<file path="config.mk">
export PLATFORM = sky130hd
export DESIGN_NAME = fifo_sync_lvl
export DESIGN_NICKNAME = d
export VERILOG_FILES = /design/src/rtl/fifo_sync_lvl.sv
export SDC_FILE = /design/constraint.sdc
export NUM_CORES = 1
export LEC_CHECK = 0
export CAP_MARGIN = 20
export CORE_MARGIN = 2
export CORE_UTILIZATION = 30
export CTS_CLUSTER_SIZE = 40
export DETAILED_ROUTE_END_ITERATION = 16
export GPL_ROUTABILITY_DRIVEN = 0
export GPL_TIMING_DRIVEN = 0
export PLACE_DENSITY = 0.53
export SLEW_MARGIN = 5
export SYNTH_ARGS = -nofsm -noshare
export SYNTH_HDL_FRONTEND = slang
export SYNTH_SLANG_ARGS = --single-unit
</file>
<file path="constraint.sdc">
create_clock -name clk -period 3.6 [get_ports clk]
set_input_delay 0.9 -clock clk [delete_from_list [all_inputs] [get_ports clk]]
set_output_delay 0.9 -clock clk [all_outputs]
set_load 0.05 [all_outputs]
</file>
<file path="src/rtl/fifo_sync_lvl.sv">
// fifo_sync_lvl: single-clock FIFO with fill level, run-time almost-full and
// almost-empty thresholds, synchronous flush and a registered read strobe.
// Ports:
//   clk, rst_n (async, active-low), flush (sync clear, highest priority)
//   wren/wdata in; wfull, wafull (level >= afull_thr) out
//   rden in; rdata (registered), rvalid (1-cycle strobe), rempty,
//   raempty (level <= aempty_thr) out
//   afull_thr, aempty_thr in (0..DEPTH); level out (0..DEPTH)
// Optional: define FIFO_SYNC_ERR_EN to add sticky ovf/udf error flags.
module fifo_sync_lvl #(
   parameter int ADDW = 4,
   parameter int DATW = 8
) (
   input  logic            clk,
   input  logic            rst_n,
   input  logic            flush,
   input  logic            wren,
   input  logic [DATW-1:0] wdata,
   output logic            wfull,
   output logic            wafull,
   input  logic            rden,
   output logic [DATW-1:0] rdata,
   output logic            rvalid,
   output logic            rempty,
   output logic            raempty,
   input  logic [ADDW:0]   afull_thr,
   input  logic [ADDW:0]   aempty_thr,
   output logic [ADDW:0]   level
`ifdef FIFO_SYNC_ERR_EN
   ,
   output logic            ovf,
   output logic            udf
`endif
);

   localparam int DEPTH = 1 << ADDW;
   localparam logic [ADDW:0]   LVL_ONE  = {{ADDW{1'b0}}, 1'b1};
   localparam logic [ADDW:0]   LVL_FULL = {1'b1, {ADDW{1'b0}}};
   localparam logic [ADDW-1:0] PTR_ONE  = {{(ADDW-1){1'b0}}, 1'b1};

   logic [DATW-1:0] mem [DEPTH];
   logic [ADDW-1:0] wptr;
   logic [ADDW-1:0] rptr;
   logic [ADDW:0]   level_nxt;
   logic            wa;
   logic            ra;

   // Accepts are gated by the registered flags, which already reflect
   // the current level, so a full/empty FIFO still takes the opposite op.
   assign wa = wren & ~wfull & ~flush;
   assign ra = rden & ~rempty & ~flush;

   always_comb begin
      level_nxt = level;
      if (flush)
         level_nxt = '0;
      else if (wa & ~ra)
         level_nxt = level + LVL_ONE;
      else if (ra & ~wa)
         level_nxt = level - LVL_ONE;
   end

   // Storage needs no reset; contents are only observed after a write.
   always_ff @(posedge clk) begin
      if (wa)
         mem[wptr] <= wdata;
   end

   always_ff @(posedge clk or negedge rst_n) begin
      if (!rst_n) begin
         wptr <= '0;
         rptr <= '0;
      end else if (flush) begin
         wptr <= '0;
         rptr <= '0;
      end else begin
         if (wa)
            wptr <= wptr + PTR_ONE;
         if (ra)
            rptr <= rptr + PTR_ONE;
      end
   end

   // Flags are derived from level_nxt so they move in the same cycle
   // as the level register itself.
   always_ff @(posedge clk or negedge rst_n) begin
      if (!rst_n) begin
         level   <= '0;
         wfull   <= 1'b0;
         rempty  <= 1'b1;
         wafull  <= 1'b0;
         raempty <= 1'b1;
      end else begin
         level   <= level_nxt;
         wfull   <= (level_nxt == LVL_FULL);
         rempty  <= (level_nxt == '0);
         wafull  <= (level_nxt >= afull_thr);
         raempty <= (level_nxt <= aempty_thr);
      end
   end

   // rdata holds across flush and idle cycles; only rvalid drops.
   always_ff @(posedge clk or negedge rst_n) begin
      if (!rst_n) begin
         rdata  <= '0;
         rvalid <= 1'b0;
      end else begin
         rvalid <= ra;
         if (ra)
            rdata <= mem[rptr];
      end
   end

`ifdef FIFO_SYNC_ERR_EN
   always_ff @(posedge clk or negedge rst_n) begin
      if (!rst_n) begin
         ovf <= 1'b0;
         udf <= 1'b0;
      end else if (flush) begin
         ovf <= 1'b0;
         udf <= 1'b0;
      end else begin
         if (wren & wfull)
            ovf <= 1'b1;
         if (rden & rempty)
            udf <= 1'b1;
      end
   end
`endif

endmodule

</file>
==> results.toml, run 1 <==
[power]
peakVddDrop_mv = 0.307
p_per_area_nw_per_um2 = 654
p_leak_nw = 2.62
finalPower_w = 0.00506

[setup_path]
worst_setup_path_end_kind = "register"
crit_fanout = 10
r2r_end = "raempty"
crit_arrival_ns = 3.60
worst-r2r-setup-slack_ns = 0.94
rr_worst_depth = 10
critPathRequiredTime_ns = 3.94
worstReg2RegStart = "level[0]"
cp-start-kind = "input port"
critPathKind = "in -> reg"

[timing]
rsz0062_at_grt = "false"
slew_viol_final = 0
fin_crit_ns = 3.26
finClkSkew_ns = 0.0131
fmax_mhz = 307
worst_pin_slew_ns = 1.00
finalSetupTns_ns = 0
slew_headroom = 0.328
worst_slack_ns = 0.341
fin_crit_sh = 0.905
setup_viol = 0
hold_violations = 0

[routing]
drcViolationCount = 0
antenna_left = 0
drt_iter0_markers = 249
drt_wl_total_um = 14100
post_drt_via_cell_ratio = 4.66
post_drt_wl_per_cell_um = 19.0
vias = 3474
firstDrtPassIters = 5

[clocking]
cts.root.buffer_cell = "clkbuf_16"
cts_sinks = 154
postCtsHoldBufs = 0
cts_resized = 0
ctsLongestPathBuffers = 2
clk_pin_slew_ns = 0.06
tritoncts = "yes"
h-tree-depth = 4
postCtsSetupBuffers = 0
cts_made_buffers = 17
clk_latency_ns = 0.42

[place]
io_buffer_count = 40
dpl.hpwl_um = 9590
placed_area_um2 = 7140
place_ws_ns = -0.118

[floorplan]
start_util = 0.305
die_y_um = 150
dieArea_um2 = 22500
io_pins = 41
coreArea_um2 = 21000
num_rows = 53
die_w_um = 150

[synth]
seq_area_frac_synth = 0.705
syn-cell-area_um2 = 6380
synth-edff-count = 128
syn_inst = 398
syn_avg_cell_area_um2 = 16.0
synth_cell_types = 39
synthesis.nets = 438
yosys_most_used_dff = "edfxtp_1"
yosys_warnings = 0
synth-seq-cells = 154
async_flop_share = 0.169

[global_routing]
first_global_vias = 3681
busiest_layer = "met2"
grt_max_degree = 18
globalRouteMet2Util = 0.228
antenna_found_initial = 0
grt_pass1_wl_um = 21300
met1_usage = 0.163
grt.total_usage = 0.132
gr-total-overflow = 0
grtUsageMet3 = 0.0302

[worst_hold_path]
holdPathEnd = "rdata[4]"
worstHoldStart = "rdata[4]"
holdPathStages = 2
hold_class = "reg -> reg"

[final_layout]
diodes = 0
post-route-util = 0.369
fillers = 1988
drive_gt1_frac = 0.142
syn_to_final_growth_pct = 21.3
final_common_cell = "edfxtp_1"
final_area_um2 = 7740
layout_common_cells = "edfxtp_1, clkdlybuf4s50_1, nor2_1, mux2i_1"
finish.net_count = 498

[run_status]
status = "finished clean"

[run]
cap_violations = 0
worst max path at each step:
stage / to / startpoint / cells after the start / slack (ns)
after floorplan: raempty / wren / 11 / 0.73
after global placement: raempty / wren / 11 / -0.09
after detailed placement: raempty / wren / 11 / -0.12
after CTS: raempty / wren / 11 / 0.31
after global routing: raempty / wren / 11 / 0.04
final: raempty / wren / 11 / 0.34
state kept, by name, indices dropped and copies added, names as in the netlist:
register,flops
rdata,8
rempty,1
raempty,1
wptr,4
wfull,1
rptr,4
wafull,1
level,5
rvalid,1
mem,128
power by group:
| part | internal, W | leakage [nW] | switching, W |
|---|---|---|---|
| Sequential | 0.00204 | 1.48 | 0.0000667 |
| Clock | 0.00110 | 0.288 | 0.000718 |
| Combinational | 0.000454 | 0.850 | 0.000682 |
| Total | 0.00359 | 2.62 | 0.00147 |
synth_stat cells, types with 4 or more instances:
cell type	number	area, um2
a21oi_1	5	25.0
buf_4	4	30.0
nand2_1	14	52.6
nand2b_1	9	56.3
dfrtp_1	24	601
ha_1	17	213
xor2_1	4	35.0
buf_2	6	30.0
nor3_1	14	70.1
nor2b_1	5	31.3
inv_1	15	56.3
nor2_1	36	135
edfxtp_1	128	3840
clkbuf_1	5	18.8
o22ai_1	24	150
mux2i_1	32	320
mux4_2	17	383
layer usage:
metal | vias up | routed length, um
met3 | 5 | 453
met4 | 0 | 119
met2 | 63 | 7440
met5 | - | 0
li1 | 1645 | -
met1 | 1761 | 6130
final cells by class:
class | instances | area, um2 | share of cell area
Clock inverter | 12 | 165 | 0.0213
Multi-Input combinational cell | 212 | 1740 | 0.225
Buffer | 17 | 86.3 | 0.0112
Tap cell | 275 | 344 | 0.0444
Timing Repair Buffer | 41 | 415 | 0.0537
Inverter | 15 | 56.3 | 0.00727
Sequential cell | 154 | 4500 | 0.581
Clock buffer | 20 | 437 | 0.0564
worst max-delay path, cell delays in order:
cell	delay [ns]
clkdlybuf4s50_1	0.50
nor2b_1	0.22
buf_4	0.20
nand2_1	0.09
a311oi_1	0.57
ha_1	0.35
nor2b_1	0.14
o21a_1	0.16
o21a_1	0.16
o21a_1	0.16
o22ai_1	0.13
cell families (layout without fill, tap and decap cells):
| family | Yosys count | after routing | synth area share |
|---|---|---|---|
| DFF | 154 | 154 | 0.705 |
| and+or+nand+nor | 95 | 95 | 0.0741 |
| muxes | 51 | 51 | 0.114 |
| AOI/OAI and AO/OA | 42 | 42 | 0.0418 |
| buffers and inverters | 32 | 105 | 0.0224 |
| adders and majority gates | 17 | 17 | 0.0333 |
| xor gates and xnor gates | 7 | 7 | 0.00961 |
through the flow:
step	std cells	hold slack, ns
floorplan	398	0.552
global placement	713	0.568
detailed placement	714	0.567
CTS	746	0.576
global route	746	0.605
finish	746	0.570
Note: power is estimated with default switching activity, not from simulation.
==> run 2, diff against run 1 <==
Settings changed: SLEW_MARGIN 5 to 10.
==> run 2 against run 1 <==
- flip-flop and latch count is the same
- critical path depth is the same
- clock skew is 0.0038 ns higher
- combinational power about the same
- sequential power about the same
- first-iteration DRC count is 2.8% lower
- clock power decreased by 7%
- via count grew 1.2%
- register-to-register slack is essentially flat
- setup slack worse by 0.015 ns
- largest cell class unchanged
- routed wire length is 0.22% lower
- die area stayed put
- largest power group unchanged
==> results.toml, run 2 (same netlist as run 1, synthesis figures left out) <==
[run_status]
status = "finished clean"

[timing]
whs_ns = 0.511
finClkSkew_ns = 0.0169
fin_crit_ns = 3.27
worst_pin_slew_ns = 1.01
slew_viol_final = 0
hold_violations = 0
slew_headroom = 0.324
setup_viol = 0
fmax_mhz = 305
fin_crit_sh = 0.910
rsz0062_at_grt = "false"

[floorplan]
die_y_um = 150
start_util = 0.305
io_pins = 41
num_rows = 53
die_w_um = 150
coreArea_um2 = 21000
dieArea_um2 = 22500

[clocking]
clk_pin_slew_ns = 0.07
tritoncts = "yes"
cts_resized = 0
cts.root.buffer_cell = "clkbuf_16"
h-tree-depth = 4
ctsLongestPathBuffers = 2
clk_latency_ns = 0.42
cts_made_buffers = 17
postCtsHoldBufs = 0
cts_sinks = 154
postCtsSetupBuffers = 0

[final_layout]
layout_common_cells = "edfxtp_1, clkdlybuf4s50_1, nor2_1, mux2i_1"
drive_gt1_frac = 0.145
stdcell_count = 745
post-route-util = 0.367
syn_to_final_growth_pct = 20.4
largest_reg_flops = 128
diodes = 0
final_common_cell = "edfxtp_1"
top_register = "mem"
finish.net_count = 497
reg_top3 = "mem: 128 flops, rdata: 8 flops, level: 5 flops"
final_area_um2 = 7680

[run]
cap_violations = 0

[routing]
post_drt_wl_per_cell_um = 18.9
post_drt_via_cell_ratio = 4.72
antenna_left = 0
drcViolationCount = 0
drt_iter0_markers = 242
drt_wl_total_um = 14100
vias = 3517
firstDrtPassIters = 4

[power]
finalPower_w = 0.00494
peakVddDrop_mv = 0.309
p_leak_nw = 2.59
p_per_area_nw_per_um2 = 643

[place]
placedCellCount = 713
placed_area_um2 = 7120
dpl.hpwl_um = 9550
io_buffer_count = 40

[setup_path]
critPathTopFamily = "compound AO/OA/AOI/OAI gates"
critPathRequiredTime_ns = 3.94
crit_fanout = 10
cp-start-kind = "input port"
critPathKind = "in -> reg"
crit_top_cell = "o21a_1"
cp_num_buf_inv = 2
worst_setup_path_end_kind = "register"
cpMaxStageDelayCell = "a311oi_1"
crit_arrival_ns = 3.62
path_cells = "clkdlybuf4s50_1 > nor2b_1 > buf_4 > nand2_1 > a311oi_1 > ha_1 > nor2b_1 > o21a_1 > o21a_1 > o21a_1 > o22ai_1"
slowest_delay_ns = 0.58

[worst_hold_path]
hold_class = "in -> async"

[global_routing]
grt_pass1_wl_um = 21600
antenna_found_initial = 0
grt.total_usage = 0.133
first_global_vias = 3720
grt_max_degree = 27
gr-total-overflow = 0
-- run 2: cell count changes in the layout (fill, tap and decap cells not counted) --
cell / previous run / this run
buf_2: 6 / 7
buf_8: 1 / 0
bufinv_16: 3 / 1
clkbuf_1: 8 / 6
clkdlybuf4s50_1: 40 / 39
clkinv_1: 0 / 1
clkinvlp_4: 2 / 3
inv_6: 3 / 5
-- run 2: power by group --
| part | internal, W | switching [W] |
|---|---|---|
| Combinational | 0.000451 | 0.000681 |
| Clock | 0.000964 | 0.000740 |
| Sequential | 0.00204 | 0.0000668 |
-- run 2: worst paths after layout --
| kind | depth (start not counted) | start | to | slack, ns |
|---|---|---|---|---|
| worst max-delay path | 11 | wren | raempty | 0.33 |
| worst min-delay path | 1 | rst_n | rdata[5] | 0.51 |
| worst max register to register | 10 | wfull | raempty | 0.93 |
| worst min register to register | 2 | rdata[4] | rdata[4] | 0.57 |
| max in group asynchronous | 1 | rst_n | rptr[3] | 2.66 |
| min in group clk | 2 | rdata[4] | rdata[4] | 0.57 |
-- run 2: cell type report --
| class | instances | area, um2 |
|---|---|---|
| Multi-Input combinational cell | 212 | 1740 |
| Fill cell | 1990 | 13300 |
| Sequential cell | 154 | 4500 |
| Clock buffer | 18 | 429 |
| Buffer | 17 | 86.3 |
| Tap cell | 275 | 344 |
| Clock inverter | 14 | 134 |
| Inverter | 15 | 56.3 |
| Timing Repair Buffer | 40 | 395 |
-- run 2: metrics by stage --
| stage | setup WS, ns | TNS, ns |
|---|---|---|
| floorplan | 0.728 | 0 |
| global placement | -0.0933 | -0.0933 |
| detailed placement | -0.124 | -0.124 |
| CTS | 0.306 | 0 |
| global route | 0.0830 | 0 |
| finish | 0.326 | 0 |
-- run 2: metal layers --
metal | wire, um | vias up | GRT usage | share of wire
li1 | - | 1646 | - | -
met1 | 5840 | 1788 | 0.166 | 0.41
met2 | 7490 | 72 | 0.231 | 0.53
met3 | 624 | 11 | 0.0299 | 0.044
met4 | 157 | 0 | 0.0420 | 0.011
met5 | 0 | - | 0 | 0
